`config.mk`:
```
export PLATFORM = sky130hd
export DESIGN_NAME = jtoutrun_rdrom_resp_flat
export DESIGN_NICKNAME = d
export VERILOG_FILES = /design/src/rtl/jtoutrun_pkg.sv /design/src/rtl/jtoutrun_rdrom_resp_if.sv /design/src/rtl/jtoutrun_rdrom_tag.sv /design/src/rtl/jtoutrun_rdrom_resp.sv /design/src/flat_wrapper.sv
export SDC_FILE = /design/constraint.sdc
export NUM_CORES = 1
export LEC_CHECK = 0
export BUFFER_PORTS_ARGS = -buffer_cell sky130_fd_sc_hd__buf_2
export CORE_MARGIN = 1.5
export CORE_UTILIZATION = 30
export CTS_CLUSTER_SIZE = 28
export DETAILED_ROUTE_END_ITERATION = 16
export PLACE_DENSITY = 0.64
export SYNTH_ARGS = -nofsm -noshare
export SYNTH_HDL_FRONTEND = slang
export SYNTH_HIERARCHICAL = 1
export SYNTH_SLANG_ARGS = --single-unit
```
`constraint.sdc`:
```
create_clock -name clk -period 2.2 [get_ports clk]
set_input_delay 0.44 -clock clk [delete_from_list [all_inputs] [get_ports clk]]
set_output_delay 0.44 -clock clk [all_outputs]
set_load 0.005 [all_outputs]
```
`src/rtl/jtoutrun_pkg.sv`:
```
// Shared types and default widths for the Out Run road-ROM responder.
package jtoutrun_pkg;

  localparam int AW_DEF  = 14;
  localparam int SDW_DEF = 22;
  localparam int DW_DEF  = 16;

  typedef enum logic [1:0] {
    ST_IDLE = 2'd0,
    ST_REQ  = 2'd1,
    ST_WAIT = 2'd2
  } fetch_state_t;

  // Round-robin choice: a lone miss wins outright, a tie goes to the pointer.
  function automatic logic rr_pick(input logic i_miss0, input logic i_miss1, input logic i_rr);
    logic v_sel;
    if (i_miss0 && i_miss1) begin
      v_sel = i_rr;
    end else if (i_miss1) begin
      v_sel = 1'b1;
    end else begin
      v_sel = 1'b0;
    end
    return v_sel;
  endfunction

endpackage

```
`src/rtl/jtoutrun_rdrom_resp_if.sv`:
```
// Road-ROM client ports plus the SDRAM slot handshake, bundled for the responder.
interface jtoutrun_rdrom_resp_if #(
  parameter int AW  = jtoutrun_pkg::AW_DEF,
  parameter int SDW = jtoutrun_pkg::SDW_DEF,
  parameter int DW  = jtoutrun_pkg::DW_DEF
);

  logic           rd0_cs;
  logic [AW-1:0]  rd0_addr;
  logic [DW-1:0]  rd0_data;
  logic           rd0_ok;
  logic           rd1_cs;
  logic [AW-1:0]  rd1_addr;
  logic [DW-1:0]  rd1_data;
  logic           rd1_ok;
  logic           sdram_req;
  logic [SDW-1:0] sdram_addr;
  logic           sdram_ack;
  logic           sdram_rdy;
  logic [DW-1:0]  sdram_dout;

  // Environment side: video clients and SDRAM controller.
  modport master (
    output rd0_cs, rd0_addr, rd1_cs, rd1_addr,
    input  rd0_data, rd0_ok, rd1_data, rd1_ok,
    input  sdram_req, sdram_addr,
    output sdram_ack, sdram_rdy, sdram_dout
  );

  // Responder side.
  modport slave (
    input  rd0_cs, rd0_addr, rd1_cs, rd1_addr,
    output rd0_data, rd0_ok, rd1_data, rd1_ok,
    output sdram_req, sdram_addr,
    input  sdram_ack, sdram_rdy, sdram_dout
  );

endinterface

```
`src/rtl/jtoutrun_rdrom_tag.sv`:
```
// One-word tag/data cache for a single road-ROM client.
module jtoutrun_rdrom_tag #(
  parameter int AW = 14,
  parameter int DW = 16
) (
  input  logic          clk,
  input  logic          rst_n,
  input  logic          i_cs,
  input  logic [AW-1:0] i_addr,
  input  logic          i_fill,
  input  logic [AW-1:0] i_fill_addr,
  input  logic [DW-1:0] i_fill_data,
  output logic          o_hit,
  output logic          o_ok,
  output logic [DW-1:0] o_data
);

  logic [AW-1:0] r_tag;
  logic          r_vld;
  logic [DW-1:0] r_data;

  // Cache entry: loaded only when the fetch for this client completes.
  always_ff @(posedge clk or negedge rst_n) begin
    if (!rst_n) begin
      r_tag  <= {AW{1'b0}};
      r_vld  <= 1'b0;
      r_data <= {DW{1'b0}};
    end else if (i_fill) begin
      r_tag  <= i_fill_addr;
      r_vld  <= 1'b1;
      r_data <= i_fill_data;
    end else begin
      r_tag  <= r_tag;
      r_vld  <= r_vld;
      r_data <= r_data;
    end
  end

  // ok is combinational so an address change never shows a stale ok.
  assign o_hit  = r_vld && (r_tag == i_addr);
  assign o_ok   = i_cs && o_hit;
  assign o_data = r_data;

endmodule

```
`src/rtl/jtoutrun_rdrom_resp.sv`:
```
// Road-ROM responder: two cached clients sharing one SDRAM read slot via round-robin.
module jtoutrun_rdrom_resp
  import jtoutrun_pkg::*;
#(
  parameter int             AW   = AW_DEF,
  parameter int             SDW  = SDW_DEF,
  parameter logic [SDW-1:0] BASE = {SDW{1'b0}},
  parameter int             DW   = DW_DEF
) (
  input logic                  clk,
  input logic                  rst_n,
  jtoutrun_rdrom_resp_if.slave io_bus
);

  fetch_state_t   r_state, w_state_nxt;
  logic           r_sel, w_sel_nxt;
  logic           r_rr, w_rr_nxt;
  logic           r_req, w_req_nxt;
  logic [AW-1:0]  r_addr, w_addr_nxt;
  logic [SDW-1:0] r_sdaddr, w_sdaddr_nxt;
  logic           w_done;
  logic           w_fill0, w_fill1;
  logic           w_hit0, w_hit1;
  logic           w_busy0, w_busy1;
  logic           w_miss0, w_miss1;
  logic           w_pick;
  logic [AW-1:0]  w_pick_addr;

  jtoutrun_rdrom_tag #(.AW(AW), .DW(DW)) u_tag0 (
    .clk         (clk),
    .rst_n       (rst_n),
    .i_cs        (io_bus.rd0_cs),
    .i_addr      (io_bus.rd0_addr),
    .i_fill      (w_fill0),
    .i_fill_addr (r_addr),
    .i_fill_data (io_bus.sdram_dout),
    .o_hit       (w_hit0),
    .o_ok        (io_bus.rd0_ok),
    .o_data      (io_bus.rd0_data)
  );

  jtoutrun_rdrom_tag #(.AW(AW), .DW(DW)) u_tag1 (
    .clk         (clk),
    .rst_n       (rst_n),
    .i_cs        (io_bus.rd1_cs),
    .i_addr      (io_bus.rd1_addr),
    .i_fill      (w_fill1),
    .i_fill_addr (r_addr),
    .i_fill_data (io_bus.sdram_dout),
    .o_hit       (w_hit1),
    .o_ok        (io_bus.rd1_ok),
    .o_data      (io_bus.rd1_data)
  );

  // A client whose exact address is already being fetched is not a new miss.
  assign w_busy0     = (r_state != ST_IDLE) && (r_sel == 1'b0) && (r_addr == io_bus.rd0_addr);
  assign w_busy1     = (r_state != ST_IDLE) && (r_sel == 1'b1) && (r_addr == io_bus.rd1_addr);
  assign w_miss0     = io_bus.rd0_cs && !w_hit0 && !w_busy0;
  assign w_miss1     = io_bus.rd1_cs && !w_hit1 && !w_busy1;
  assign w_pick      = rr_pick(w_miss0, w_miss1, r_rr);
  assign w_pick_addr = w_pick ? io_bus.rd1_addr : io_bus.rd0_addr;
  assign w_fill0     = w_done && (r_sel == 1'b0);
  assign w_fill1     = w_done && (r_sel == 1'b1);

  // Fetch FSM next-state and request decode.
  always_comb begin
    w_state_nxt  = r_state;
    w_sel_nxt    = r_sel;
    w_rr_nxt     = r_rr;
    w_req_nxt    = r_req;
    w_addr_nxt   = r_addr;
    w_sdaddr_nxt = r_sdaddr;
    w_done       = 1'b0;
    case (r_state)
      ST_IDLE: begin
        if (w_miss0 || w_miss1) begin
          w_sel_nxt    = w_pick;
          w_rr_nxt     = r_rr ^ (w_miss0 && w_miss1);
          w_addr_nxt   = w_pick_addr;
          w_sdaddr_nxt = BASE + {{(SDW-AW){1'b0}}, w_pick_addr};
          w_req_nxt    = 1'b1;
          w_state_nxt  = ST_REQ;
        end else begin
          w_state_nxt  = ST_IDLE;
        end
      end
      ST_REQ: begin
        if (io_bus.sdram_ack) begin
          w_req_nxt = 1'b0;
          // Data may come back alongside the ack.
          if (io_bus.sdram_rdy) begin
            w_done      = 1'b1;
            w_state_nxt = ST_IDLE;
          end else begin
            w_state_nxt = ST_WAIT;
          end
        end else begin
          w_state_nxt = ST_REQ;
        end
      end
      ST_WAIT: begin
        if (io_bus.sdram_rdy) begin
          w_done      = 1'b1;
          w_state_nxt = ST_IDLE;
        end else begin
          w_state_nxt = ST_WAIT;
        end
      end
      default: begin
        w_req_nxt   = 1'b0;
        w_state_nxt = ST_IDLE;
      end
    endcase
  end

  // Fetch FSM state and registered SDRAM request outputs.
  always_ff @(posedge clk or negedge rst_n) begin
    if (!rst_n) begin
      r_state  <= ST_IDLE;
      r_sel    <= 1'b0;
      r_rr     <= 1'b0;
      r_req    <= 1'b0;
      r_addr   <= {AW{1'b0}};
      r_sdaddr <= {SDW{1'b0}};
    end else begin
      r_state  <= w_state_nxt;
      r_sel    <= w_sel_nxt;
      r_rr     <= w_rr_nxt;
      r_req    <= w_req_nxt;
      r_addr   <= w_addr_nxt;
      r_sdaddr <= w_sdaddr_nxt;
    end
  end

  assign io_bus.sdram_req  = r_req;
  assign io_bus.sdram_addr = r_sdaddr;

endmodule

```
`src/flat_wrapper.sv`:
```
// flat-port wrapper written by rule: the top's interface ports become plain ports
module jtoutrun_rdrom_resp_flat import jtoutrun_pkg::*;
#(
  parameter int             AW   = AW_DEF,
  parameter int             SDW  = SDW_DEF,
  parameter logic [SDW-1:0] BASE = {SDW{1'b0}},
  parameter int             DW   = DW_DEF
)
  (clk, rst_n, io_bus_rd0_cs, io_bus_rd0_addr, io_bus_rd1_cs, io_bus_rd1_addr, io_bus_rd0_data, io_bus_rd0_ok, io_bus_rd1_data, io_bus_rd1_ok, io_bus_sdram_req, io_bus_sdram_addr, io_bus_sdram_ack, io_bus_sdram_rdy, io_bus_sdram_dout);
  jtoutrun_rdrom_resp_if #(.AW(AW), .SDW(SDW), .DW(DW)) io_bus_i ();
  input logic clk;
  input logic rst_n;
  input wire logic [$bits(io_bus_i.rd0_cs)-1:0] io_bus_rd0_cs;
  input wire logic [$bits(io_bus_i.rd0_addr)-1:0] io_bus_rd0_addr;
  input wire logic [$bits(io_bus_i.rd1_cs)-1:0] io_bus_rd1_cs;
  input wire logic [$bits(io_bus_i.rd1_addr)-1:0] io_bus_rd1_addr;
  output wire logic [$bits(io_bus_i.rd0_data)-1:0] io_bus_rd0_data;
  output wire logic [$bits(io_bus_i.rd0_ok)-1:0] io_bus_rd0_ok;
  output wire logic [$bits(io_bus_i.rd1_data)-1:0] io_bus_rd1_data;
  output wire logic [$bits(io_bus_i.rd1_ok)-1:0] io_bus_rd1_ok;
  output wire logic [$bits(io_bus_i.sdram_req)-1:0] io_bus_sdram_req;
  output wire logic [$bits(io_bus_i.sdram_addr)-1:0] io_bus_sdram_addr;
  input wire logic [$bits(io_bus_i.sdram_ack)-1:0] io_bus_sdram_ack;
  input wire logic [$bits(io_bus_i.sdram_rdy)-1:0] io_bus_sdram_rdy;
  input wire logic [$bits(io_bus_i.sdram_dout)-1:0] io_bus_sdram_dout;
  assign io_bus_i.rd0_cs = io_bus_rd0_cs;
  assign io_bus_i.rd0_addr = io_bus_rd0_addr;
  assign io_bus_i.rd1_cs = io_bus_rd1_cs;
  assign io_bus_i.rd1_addr = io_bus_rd1_addr;
  assign io_bus_rd0_data = io_bus_i.rd0_data;
  assign io_bus_rd0_ok = io_bus_i.rd0_ok;
  assign io_bus_rd1_data = io_bus_i.rd1_data;
  assign io_bus_rd1_ok = io_bus_i.rd1_ok;
  assign io_bus_sdram_req = io_bus_i.sdram_req;
  assign io_bus_sdram_addr = io_bus_i.sdram_addr;
  assign io_bus_i.sdram_ack = io_bus_sdram_ack;
  assign io_bus_i.sdram_rdy = io_bus_sdram_rdy;
  assign io_bus_i.sdram_dout = io_bus_sdram_dout;
  jtoutrun_rdrom_resp #(.AW(AW), .SDW(SDW), .BASE(BASE), .DW(DW)) u_core (.clk(clk), .rst_n(rst_n), .io_bus(io_bus_i));
endmodule
```
==> flow_metrics.py, run 1 <==
metrics = {
    "sta": {
        "tightest_slew_ns": 0.658,
        "fin_crit_sh_pct": 103,
        "hold_viol_final": 0,
        "setup_violations": 1,
        "hold_slack_ns": 0.136,
        "rsz0062_at_grt": "yes",
        "finClkSkew_ns": 0.00716,
        "slew_viol_final": 0,
        "tns_ns": -0.0753,
        "post-route-min-period_ns": 2.28,
        "fmax_mhz": 440,
        "setup_slack_ns": -0.0753,
        "slew-limit-headroom_pct": 56.1,
    },
    "pwr": {
        "power_w": 0.00784,
        "power_frac_clock_pct": 22.5,
        "max-vdd-ir-drop_mv": 0.518,
        "p_int_w": 0.00511,
        "powerDensity_nw_per_um2": 1300,
        "sw_frac_of_total_pct": 34.8,
        "p_switching_w": 0.00273,
        "p_leak_nw": 2.76,
        "p_seq_share_pct": 35.9,
        "p_comb_share_pct": 41.6,
    },
    "critical_path": {
        "start_kind": "register",
        "cp_slowest_cell": "dfrtp_1",
        "cp_data_required_time_ns": 1.76,
        "worstPathArrival_ns": 1.84,
        "critPathMaxStageDelay_ns": 0.39,
        "worstSetupEndpointType": "primary output",
        "path_buf_inv": 2,
        "path_cells": "xor2_1 > nor4_2 > buf_4 > nand4_1 > nor4_2 > buf_2",
        "cpMostUsedCell": "nor4_2",
        "critPathTopFamily": "simple AND/OR/NAND/NOR gates",
        "crit_path_max_fanout": 2,
        "crit_type": "register to primary output",
    },
    "finish": {
        "syn_to_final_growth_pct": 40.3,
        "fill_cells": 1304,
        "final_cell_count_no_fill": 698,
        "layout-drive-gt1-share_pct": 59.4,
        "utilization_pct": 43.2,
        "fin_nets": 566,
    },
    "logic_synthesis": {
        "synth_area_leader_cell": "dfrtp_1",
        "synth_top_area_share_pct": 47.2,
        "synth_cells": 360,
        "ys_types": 35,
        "ys_warn_count": 6,
        "ys_async_sr_fraction_pct": 100,
        "synth_flop_cell": "dfrtp_1",
        "synth_area_um2": 4290,
        "synth.area.top_cells": "dfrtp_1 (47%), mux2_2 (15%), xor2_1 (5.3%)",
        "synth-edff-count": 0,
        "ys_ff_latch": 81,
        "synth.avg_cell_area_um2": 11.9,
        "ys_seq_area_share_pct": 47.2,
    },
    "global_route": {
        "grt_max_degree": 49,
        "grt_pass1_wl_mm": 18.8,
        "grt_pass1_vias": 3590,
        "grt_antenna_before_repair": 1,
        "grtUsageTotal_pct": 16.7,
        "grt_overflow": 0,
    },
    "clocking": {
        "clk_root_buffer_cell": "clkbuf_16",
        "cts.sinks": 81,
        "htree_levels": 3,
        "insertion_delay_ns": 0.34,
        "cts_made_buffers": 9,
        "clockBufferDepth": 2,
        "clk_pin_slew_ns": 0.06,
        "holdBufCountCts": 0,
        "cts_tree": "yes",
    },
    "drt": {
        "dr.pass1.iters": 6,
        "wl_mm": 11.9,
        "first_iter_violations": 132,
        "drtAntennaViolNets": 0,
        "drc": 0,
        "vias": 3444,
        "vias_per_cell": 4.93,
        "wire_per_inst_um": 17.0,
    },
    "run": {
        "drv_cap": 0,
    },
    "die": {
        "io_pins": 107,
        "fp.dieH_um": 123,
        "die_area_um2": 15000,
        "start_util_pct": 30.8,
        "coreArea_um2": 13900,
        "rows": 43,
        "die_x_um": 123,
    },
    "hold_path": {
        "hold_path.class": "primary input to async pin",
    },
    "place": {
        "routabilityCongestion": 0.878,
        "placed_cells": 670,
        "dpl.hpwl_mm": 8.20,
        "port_buffers": 98,
    },
    "outcome": {
        "status": "finished with violations",
        "violations": "negative setup slack",
    },
}
placed cells by master (no fill, tap or decap), types with 7 or more instances in the layout:
| master | n |
|---|---|
| nor4_2 | 7 |
| dfrtp_1 | 81 |
| buf_2 | 97 |
| o2111ai_2 | 11 |
| xor2_1 | 26 |
| and2_4 | 13 |
| o211ai_2 | 10 |
| nand2_2 | 10 |
| buf_4 | 49 |
| conb_1 | 8 |
| o21ai_0 | 7 |
| xnor2_1 | 25 |
| nand2_1 | 22 |
| clkbuf_16 | 9 |
| inv_1 | 8 |
| mux2_2 | 56 |
final timing paths:
path | from | endpoint | slack [ns] | depth (start not counted)
setup / recovery | u_core/u_tag0/r_tag[13] | io_bus_rd0_ok | -0.08 | 6
hold / removal | rst_n | u_core/r_addr[12] | 0.14 | 1
setup reg to reg | u_core/u_tag0/r_tag[13] | u_core/r_addr[11] | 0.01 | 11
hold reg to reg | u_core/u_tag1/r_vld | u_core/u_tag1/r_vld | 0.47 | 1
max in group asynchronous | rst_n | u_core/u_tag1/o_data[8] | 1.48 | 2
min in group clk | io_bus_sdram_rdy | u_core/r_state[1] | 0.28 | 2
power by group through the flow:
stage,registers (W),clock network [W],logic [W]
floorplan,0.00272,0,0.00175
CTS,0.00279,0.00183,0.00308
global placement,0.00277,0,0.00277
finish,0.00282,0.00176,0.00326
global route,0.00292,0.00188,0.00355
detailed placement,0.00281,0,0.00285
synthesized netlist by cell type (2+ instances only):
cell type   n
dfrtp_1    81
mux2_2     56
nand2_1    35
xor2_1     26
xnor2_1    25
and2_1     14
o2111ai_1  14
buf_2      11
o211ai_2   10
buf_4       9
inv_1       8
nor4_2      8
o21ai_0     8
nand3_1     5
nand4_1     5
clkbuf_1    4
ha_1        4
nand2b_1    4
o211ai_1    4
or2_2       4
nor2_1      3
nor3_1      3
a21oi_1     2
a222oi_1    2
and2b_2     2
nand4_2     2
nor4_4      2
o22ai_1     2
stage by stage:
stage	setup slack, ns	cell area (um2)
after detailed placement	-0.310	5310
after global placement	-0.228	5310
final	-0.0753	6020
after CTS	-0.104	5870
after floorplan	-0.0824	4340
after global routing	-0.205	6020
cells by family after synthesis:
group                    share of synthesized area, %
adder cells (fa/ha/maj)                          1.17
AO/OA/AOI/OAI                                    9.33
AND/OR/NAND/NOR                                  12.7
buffers and inverters                            4.37
other                                          0.0874
multiplexers                                     14.7
flip-flops                                       47.2
XOR/XNOR                                         10.4
routing by layer:
metal / global-route usage (%) / vias up / wire length, um
li1: - / 1579 / -
met1: 21.1 / 1718 / 4960
met2: 27.0 / 124 / 5770
met3: 4.37 / 23 / 845
met4: 6.98 / 0 / 310
met5: 0 / - / 0
timing repair:
item	in CTS	in global routing
endpoints found under the setup margin	15	19
resized for setup	28	35
pin swaps	13	18
endpoints found under the hold margin	0	0
gates cloned	4	0
buffers inserted	5	2
registers in the layout, indices dropped and copies added, names as in the netlist:
signal	cells
u_core/u_tag0/r_vld	1
u_core/r_addr	14
u_core/r_sel	1
u_core/u_tag1/r_tag	14
u_core/u_tag1/o_data	16
u_core/u_tag0/r_tag	14
u_core/io_bus.sdram_req	1
u_core/u_tag1/r_vld	1
u_core/u_tag0/o_data	16
u_core/r_rr	1
u_core/r_state	2
cell type report:
cell class / instances / area [um2] / area share, %
Multi-Input combinational cell: 256 / 2380 / 39.5
Sequential cell: 81 / 2030 / 33.7
Timing Repair Buffer: 156 / 1000 / 16.7
Clock buffer: 10 / 239 / 3.97
Tap cell: 180 / 225 / 3.74
Clock inverter: 6 / 115 / 1.91
Inverter: 8 / 30.0 / 0.499
Antenna cell: 1 / 2.50 / 0.0416
(Power assumes the default switching activity.)
==> run 2, diff against run 1 <==
--- a/config.mk
+++ b/config.mk
@@ -5,12 +5,13 @@
 export SDC_FILE = /design/constraint.sdc
 export NUM_CORES = 1
 export LEC_CHECK = 0
+export ABC_AREA = 1
 export BUFFER_PORTS_ARGS = -buffer_cell sky130_fd_sc_hd__buf_2
 export CORE_MARGIN = 1.5
 export CORE_UTILIZATION = 30
 export CTS_CLUSTER_SIZE = 28
 export DETAILED_ROUTE_END_ITERATION = 16
-export PLACE_DENSITY = 0.64
+export PLACE_DENSITY = 0.63
 export SYNTH_ARGS = -nofsm -noshare
 export SYNTH_HDL_FRONTEND = slang
 export SYNTH_HIERARCHICAL = 1
==> run 2 against run 1 <==
  * The flow now finishes without violations
  * Register-to-register slack better by 0.18 ns
  * Die area grew 8.9%
  * Combinational power shrank 18%
  * Critical endpoint unchanged
  * Largest power group is now sequential cells
  * Highest routed layer is now met5
==> flow_metrics.py, run 2 <==
metrics = {
    "logic_synthesis": {
        "ys_warn_count": 6,
        "synth-simple-area-share_pct": 38.9,
        "synth.avg_cell_area_um2": 6.77,
        "ys_ff_latch": 81,
        "synth_top_family_by_area": "simple AND/OR/NAND/NOR gates",
        "synth_fa_ha_area_share_pct": 1.07,
        "synth.area.top_cells": "dfrtp_1 (43%), nand2_1 (26%), inv_1 (7.9%)",
        "ys_seq_area_share_pct": 43.3,
        "synth-xor-area-share_pct": 0.748,
        "synth_area_um2": 4680,
        "yosys-top-cells-count": "nand2_1 (330), inv_1 (99), dfrtp_1 (81)",
        "synth_compound_area_share_pct": 3.50,
        "synth_cells": 692,
        "ys_types": 25,
        "synth_flop_cell": "dfrtp_1",
        "synth_mux_area_share_pct": 0,
        "yosysMostFrequentCell": "nand2_1",
        "synth_area_leader_cell": "dfrtp_1",
        "ys_async_sr_fraction_pct": 100,
        "synth-edff-count": 0,
        "synth_top_area_share_pct": 43.3,
    },
    "global_route": {
        "grt_overflow": 0,
        "grtUsageTotal_pct": 16.6,
        "grt_pass1_wl_mm": 21.4,
        "grt_max_degree": 45,
        "grt_pass1_vias": 4290,
        "grt_antenna_before_repair": 1,
    },
    "clocking": {
        "cts_made_buffers": 9,
        "clockBufferDepth": 2,
        "cts.sinks": 81,
        "htree_levels": 3,
        "insertion_delay_ns": 0.34,
        "clk_pin_slew_ns": 0.07,
        "clk_root_buffer_cell": "clkbuf_16",
        "cts_tree": "yes",
    },
    "critical_path": {
        "rrSetupSlack_ns": 0.19,
        "crit_type": "register to primary output",
        "cp_data_required_time_ns": 1.76,
        "reg2reg_to": "u_core/r_state[0]",
        "worstSetupEndpointType": "primary output",
        "worstReg2RegStart": "u_core/r_state[0]",
        "worstPathArrival_ns": 1.57,
        "rr_worst_depth": 12,
        "start_kind": "register",
        "crit_path_max_fanout": 2,
    },
    "drt": {
        "vias_per_cell": 4.43,
        "vias": 4376,
        "wl_mm": 12.8,
        "drc": 0,
        "first_iter_violations": 248,
        "drtAntennaViolNets": 0,
        "dr.pass1.iters": 4,
        "wire_per_inst_um": 12.9,
    },
    "die": {
        "fp.dieH_um": 128,
        "die_x_um": 128,
        "rows": 45,
        "die_area_um2": 16400,
        "coreArea_um2": 15200,
        "start_util_pct": 30.8,
        "io_pins": 107,
    },
    "place": {
        "pre_cts_ws_ns": 0.0863,
        "dpl.hpwl_mm": 9.69,
        "routabilityCongestion": 0.873,
        "port_buffers": 98,
    },
    "sta": {
        "rsz0062_at_grt": "no",
        "fmax_mhz": 498,
        "slew_viol_final": 0,
        "setup_slack_ns": 0.190,
        "hold_viol_final": 0,
        "fin_crit_sh_pct": 91.4,
        "tns_ns": 0,
        "finClkSkew_ns": 0.00560,
        "post-route-min-period_ns": 2.01,
        "setup_violations": 0,
    },
    "hold_path": {
        "min_path_cells": 3,
        "hp-start": "io_bus_sdram_dout[13]",
        "hold_path.class": "primary input to register",
        "holdPathEnd": "u_core/u_tag1/o_data[13]",
    },
    "pwr": {
        "powerDensity_nw_per_um2": 1260,
        "p_switching_w": 0.00288,
        "p_seq_share_pct": 39.7,
        "p_comb_share_pct": 37.4,
        "power_frac_clock_pct": 22.9,
        "p_int_w": 0.00429,
        "max-vdd-ir-drop_mv": 0.490,
        "p_leak_nw": 3.36,
        "sw_frac_of_total_pct": 40.2,
    },
    "finish": {
        "syn_to_final_growth_pct": 21.8,
        "layout-drive-gt1-share_pct": 20.4,
        "fin_nets": 849,
        "num_antenna_cells": 0,
        "fill_cells": 1662,
        "layout_commonest_cell": "nand2_1",
        "most-common-layout-cells": "nand2_1 (330), inv_1 (99), buf_2 (97)",
    },
    "run": {
        "drv_cap": 0,
    },
    "outcome": {
        "status": "complete, no violations",
    },
}
run 2: cell count changes in the layout (fill, tap and decap cells not counted), sizes merged, moves of 10 or more:
| cell | delta |
|---|---|
| nand2 | +299 |
| o2111ai | -14 |
| xnor2 | -22 |
| and2 | -14 |
| nand3 | +46 |
| xor2 | -25 |
| inv | +103 |
| o211ai | -14 |
| nor2 | +45 |
| buf | -46 |
| nor4 | -10 |
| mux2 | -56 |
| o21ai | +19 |
run 2: cell families after synthesis:
group           count (synthesis)
simple gates                  436
buf+inv                       136
flops                          81
compound gates                 30
xor+xnor                        4
fa+ha+maj                       4
other cells                     1
run 2: layout make-up:
type                    instances  area (um2)  share of cell area (%)
well taps                     188         235                    4.12
flip-flops and latches         81        2030                    35.5
inverters                     110         413                    7.24
multi-input cells             482        2100                    36.9
repair buffers                111         606                    10.6
clock buffers                  10         229                    4.01
clock inverters                 6        91.3                    1.60
run 2: routing by layer:
layer	track usage [%]	share of wire [%]	vias up
met5	0	0.078	-
met4	4.89	0.96	2
met3	4.59	7.5	14
met2	26.6	45	154
met1	21.9	47	1966
li1	-	-	2240
run 2: power groups by stage:
| stage | sequential (W) | combinational (W) | clock (W) |
|---|---|---|---|
| 2_1_floorplan | 0.00274 | 0.00172 | 0 |
| 3_3_place_gp | 0.00286 | 0.00266 | 0 |
| 3_5_place_dp | 0.00286 | 0.00271 | 0 |
| 4_1_cts | 0.00285 | 0.00271 | 0.00169 |
| 5_1_grt | 0.00296 | 0.00312 | 0.00174 |
| 6_report | 0.00285 | 0.00268 | 0.00165 |
run 2: worst max-delay path, cell delays in order (launching register included):
cell,delay (ns)
dfrtp_1,0.39
xnor2_1,0.24
nand3_1,0.12
nor2_1,0.12
nand2_1,0.10
nor2_2,0.13
buf_2,0.13
run 2: timing repair:
action	in CTS	in global routing
hold buffers	1	0
hold endpoints to repair	6	0
setup buffers	0	0
resized for setup	0	0
run 2: through the flow:
step                      power (W)  hold slack (ns)  area, um2  instances  util, %
after global routing        0.00782            0.302       5710        988     37.5
after CTS                   0.00724            0.295       5710        988     37.5
after floorplan             0.00446            0.144       4710        699        -
after global placement      0.00552            0.267       5380        971     35.4
after detailed placement    0.00556            0.268       5380        971     35.4
final                       0.00718            0.310       5710        988     37.5
run 2: worst max-delay path by stage:
stage	to	start	cells past startpoint	slack [ns]
global placement	u_core/r_addr[7]	io_bus_rd1_addr[5]	16	0.07
floorplan	u_core/r_addr[3]	u_core/r_state[0]	13	0.42
CTS	io_bus_rd0_ok	u_core/u_tag0/r_tag[10]	6	0.15
detailed placement	u_core/r_addr[4]	io_bus_rd1_addr[5]	16	0.09
finish	io_bus_rd0_ok	u_core/u_tag0/r_tag[10]	6	0.19
global route	io_bus_rd0_ok	u_core/u_tag0/r_tag[5]	9	0.008
==> run 3, diff against run 2 <==
--- a/config.mk
+++ b/config.mk
@@ -5,13 +5,13 @@
 export SDC_FILE = /design/constraint.sdc
 export NUM_CORES = 1
 export LEC_CHECK = 0
-export ABC_AREA = 1
+export ABC_AREA = 0
 export BUFFER_PORTS_ARGS = -buffer_cell sky130_fd_sc_hd__buf_2
 export CORE_MARGIN = 1.5
-export CORE_UTILIZATION = 30
+export CORE_UTILIZATION = 48
 export CTS_CLUSTER_SIZE = 28
 export DETAILED_ROUTE_END_ITERATION = 16
-export PLACE_DENSITY = 0.63
+export PLACE_DENSITY = 0.88
 export SYNTH_ARGS = -nofsm -noshare
 export SYNTH_HDL_FRONTEND = slang
 export SYNTH_HIERARCHICAL = 1
==> run 3 against run 2 <==
  * The run now ends with negative setup slack left
  * Wire length is 4.4% lower
  * Via count is 17% lower
  * Hold slack worse by 0.26 ns
  * Clock power is 33% lower
  * Combinational power is 22% higher
  * Critical path type is now register to register
  * Largest cell class unchanged
  * Largest power group is now combinational cells
==> flow_metrics.py, run 3 (synthesis gave the netlist of run 1 again) <==
metrics = {
    "die": {
        "start_util_pct": 49.4,
        "rows": 34,
        "io_pins": 107,
        "die_x_um": 97.5,
        "die_area_um2": 9510,
        "fp.dieH_um": 97.5,
        "coreArea_um2": 8680,
    },
    "sta": {
        "hold_slack_ns": 0.0488,
        "rsz0062_at_grt": "yes",
        "setup_slack_ns": -0.0616,
        "tns_ns": -0.293,
        "post-route-min-period_ns": 2.26,
        "fmax_mhz": 442,
        "finClkSkew_ns": 0.0120,
        "slew_viol_final": 0,
        "slew-limit-headroom_pct": 63.4,
        "hold_viol_final": 0,
        "setup_violations": 15,
        "fin_crit_sh_pct": 103,
        "tightest_slew_ns": 0.549,
    },
    "drt": {
        "dr.pass1.iters": 5,
        "wl_mm": 12.2,
        "first_iter_violations": 264,
        "vias_per_cell": 5.82,
        "wire_per_inst_um": 19.6,
        "drc": 0,
        "drtAntennaViolNets": 0,
        "vias": 3613,
    },
    "finish": {
        "fill_cells": 640,
        "num_antenna_cells": 0,
        "most-common-layout-cells": "buf_2 (97), dfrtp_1 (81), mux2_2 (56)",
        "final_cell_count_no_fill": 621,
        "layout_commonest_cell": "buf_2",
        "utilization_pct": 65.7,
        "syn_to_final_growth_pct": 33.0,
        "fin_nets": 562,
        "layout-drive-gt1-share_pct": 57.7,
    },
    "place": {
        "dpl.hpwl_mm": 7.71,
        "routabilityCongestion": 0.840,
        "placed_cells": 592,
        "port_buffers": 98,
    },
    "critical_path": {
        "rr_worst_depth": 11,
        "rrSetupSlack_ns": -0.06,
        "critPathTopFamily": "simple AND/OR/NAND/NOR gates",
        "cp_slowest_cell": "dfrtp_1",
        "reg2reg_to": "u_core/r_addr[12]",
        "path_cells": "xor2_2 > nor4_2 > buf_4 > nand3_2 > nor4_2 > and2b_4 > buf_6 > o21ai_4 > buf_6 > nand2_2 > o211ai_1",
        "start_kind": "register",
        "critPathMaxStageDelay_ns": 0.42,
        "crit_path_max_fanout": 6,
        "startpoint": "u_core/u_tag0/r_tag[8]",
        "cp_data_required_time_ns": 2.48,
        "crit_type": "register to register",
        "crit_end": "u_core/r_addr[12]",
        "cp_num_cells": 11,
        "worstPathArrival_ns": 2.54,
        "path_buf_inv": 3,
        "worstReg2RegStart": "u_core/u_tag0/r_tag[8]",
        "worstSetupEndpointType": "register",
    },
    "global_route": {
        "grt_pass1_wl_mm": 18.6,
        "grt_pass1_vias": 3698,
        "grt_max_degree": 45,
        "grt_antenna_before_repair": 0,
        "grt_overflow": 0,
        "grtUsageTotal_pct": 25.1,
    },
    "outcome": {
        "status": "finished with violations",
        "violations": "negative setup slack",
    },
    "clocking": {
        "htree_levels": 3,
        "clk_pin_slew_ns": 0.09,
        "clk_root_buffer_cell": "clkbuf_8",
        "clockBufferDepth": 2,
        "insertion_delay_ns": 0.37,
        "cts_tree": "yes",
        "cts.sinks": 81,
        "holdBufCountCts": 0,
        "cts_made_buffers": 9,
    },
    "run": {
        "drv_cap": 0,
    },
    "pwr": {
        "max-vdd-ir-drop_mv": 0.708,
        "powerDensity_nw_per_um2": 1260,
        "p_leak_nw": 2.63,
    },
    "hold_path": {
        "hold_path.class": "primary input to async pin",
    },
}
## run 3: cell count changes in the layout (fill, tap and decap cells not counted), moves of 23 or more
cell and change:
buf_4 +32, inv_1 -91, mux2_2 +56, nand2_1 -306
nand3_1 -36, nor2_1 -38, xor2_1 +23
## run 3: per-layer routing
metal  up-vias  track usage (%)  share of wire [%]
li1       1563                -                  -
met1      1791             30.4                 38
met2       207             40.9                 49
met3        52             6.55                9.0
met4         0             13.4                4.1
met5         -                0                  0
## run 3: worst min path at each step
stage | startpoint | end | slack (ns) | cells after the start
after detailed placement | u_core/u_tag0/r_vld | u_core/u_tag0/r_vld | 0.45 | 1
after global placement | u_core/u_tag0/r_vld | u_core/u_tag0/r_vld | 0.45 | 1
after CTS | rst_n | u_core/u_tag1/o_data[12] | 0.07 | 1
after global routing | rst_n | u_core/u_tag0/o_data[8] | 0.09 | 1
final | rst_n | u_core/u_tag1/o_data[12] | 0.05 | 1
after floorplan | rst_n | u_core/io_bus.sdram_req | 0.14 | 0
## run 3: what timing repair did
item | CTS | global route
setup endpoints to repair | 18 | 19
pin swaps | 6 | 6
resized for setup | 6 | 48
buffers inserted | 5 | 4
gates cloned | 3 | 1
## run 3: worst reg2reg max path: cells and delay by family, from the launching register on
kind,cells,cell delay [ns]
XOR/XNOR,1,0.17
flip-flops,1,0.42
buffers and inverters,3,0.47
AO/OA/AOI/OAI,2,0.34
AND/OR/NAND/NOR,5,0.78
## run 3: area by class of cell
type | count | area [um2] | area share [%]
well taps | 108 | 135 | 2.37
clock inverters | 6 | 67.6 | 1.18
repair buffers | 152 | 978 | 17.1
multi-input cells | 256 | 2340 | 41.0
inverters | 8 | 30.0 | 0.526
flip-flops and latches | 81 | 2030 | 35.5
clock buffers | 10 | 128 | 2.24
## run 3: power by group
group          switching (W)  total, W  internal (W)
registers           0.000631   0.00283       0.00220
logic                0.00157   0.00327       0.00170
clock network       0.000580   0.00111      0.000529
total                0.00278   0.00721       0.00443
## run 3: per-stage QoR
stage,instance area (um2),power (W),setup WS [ns]
2_1_floorplan,4340,0.00447,-0.0824
3_3_place_gp,5160,0.00544,-0.287
3_5_place_dp,5160,0.00563,-0.370
4_1_cts,5470,0.00688,-0.00838
5_1_grt,5710,0.00758,-0.141
6_report,5710,0.00721,-0.0616
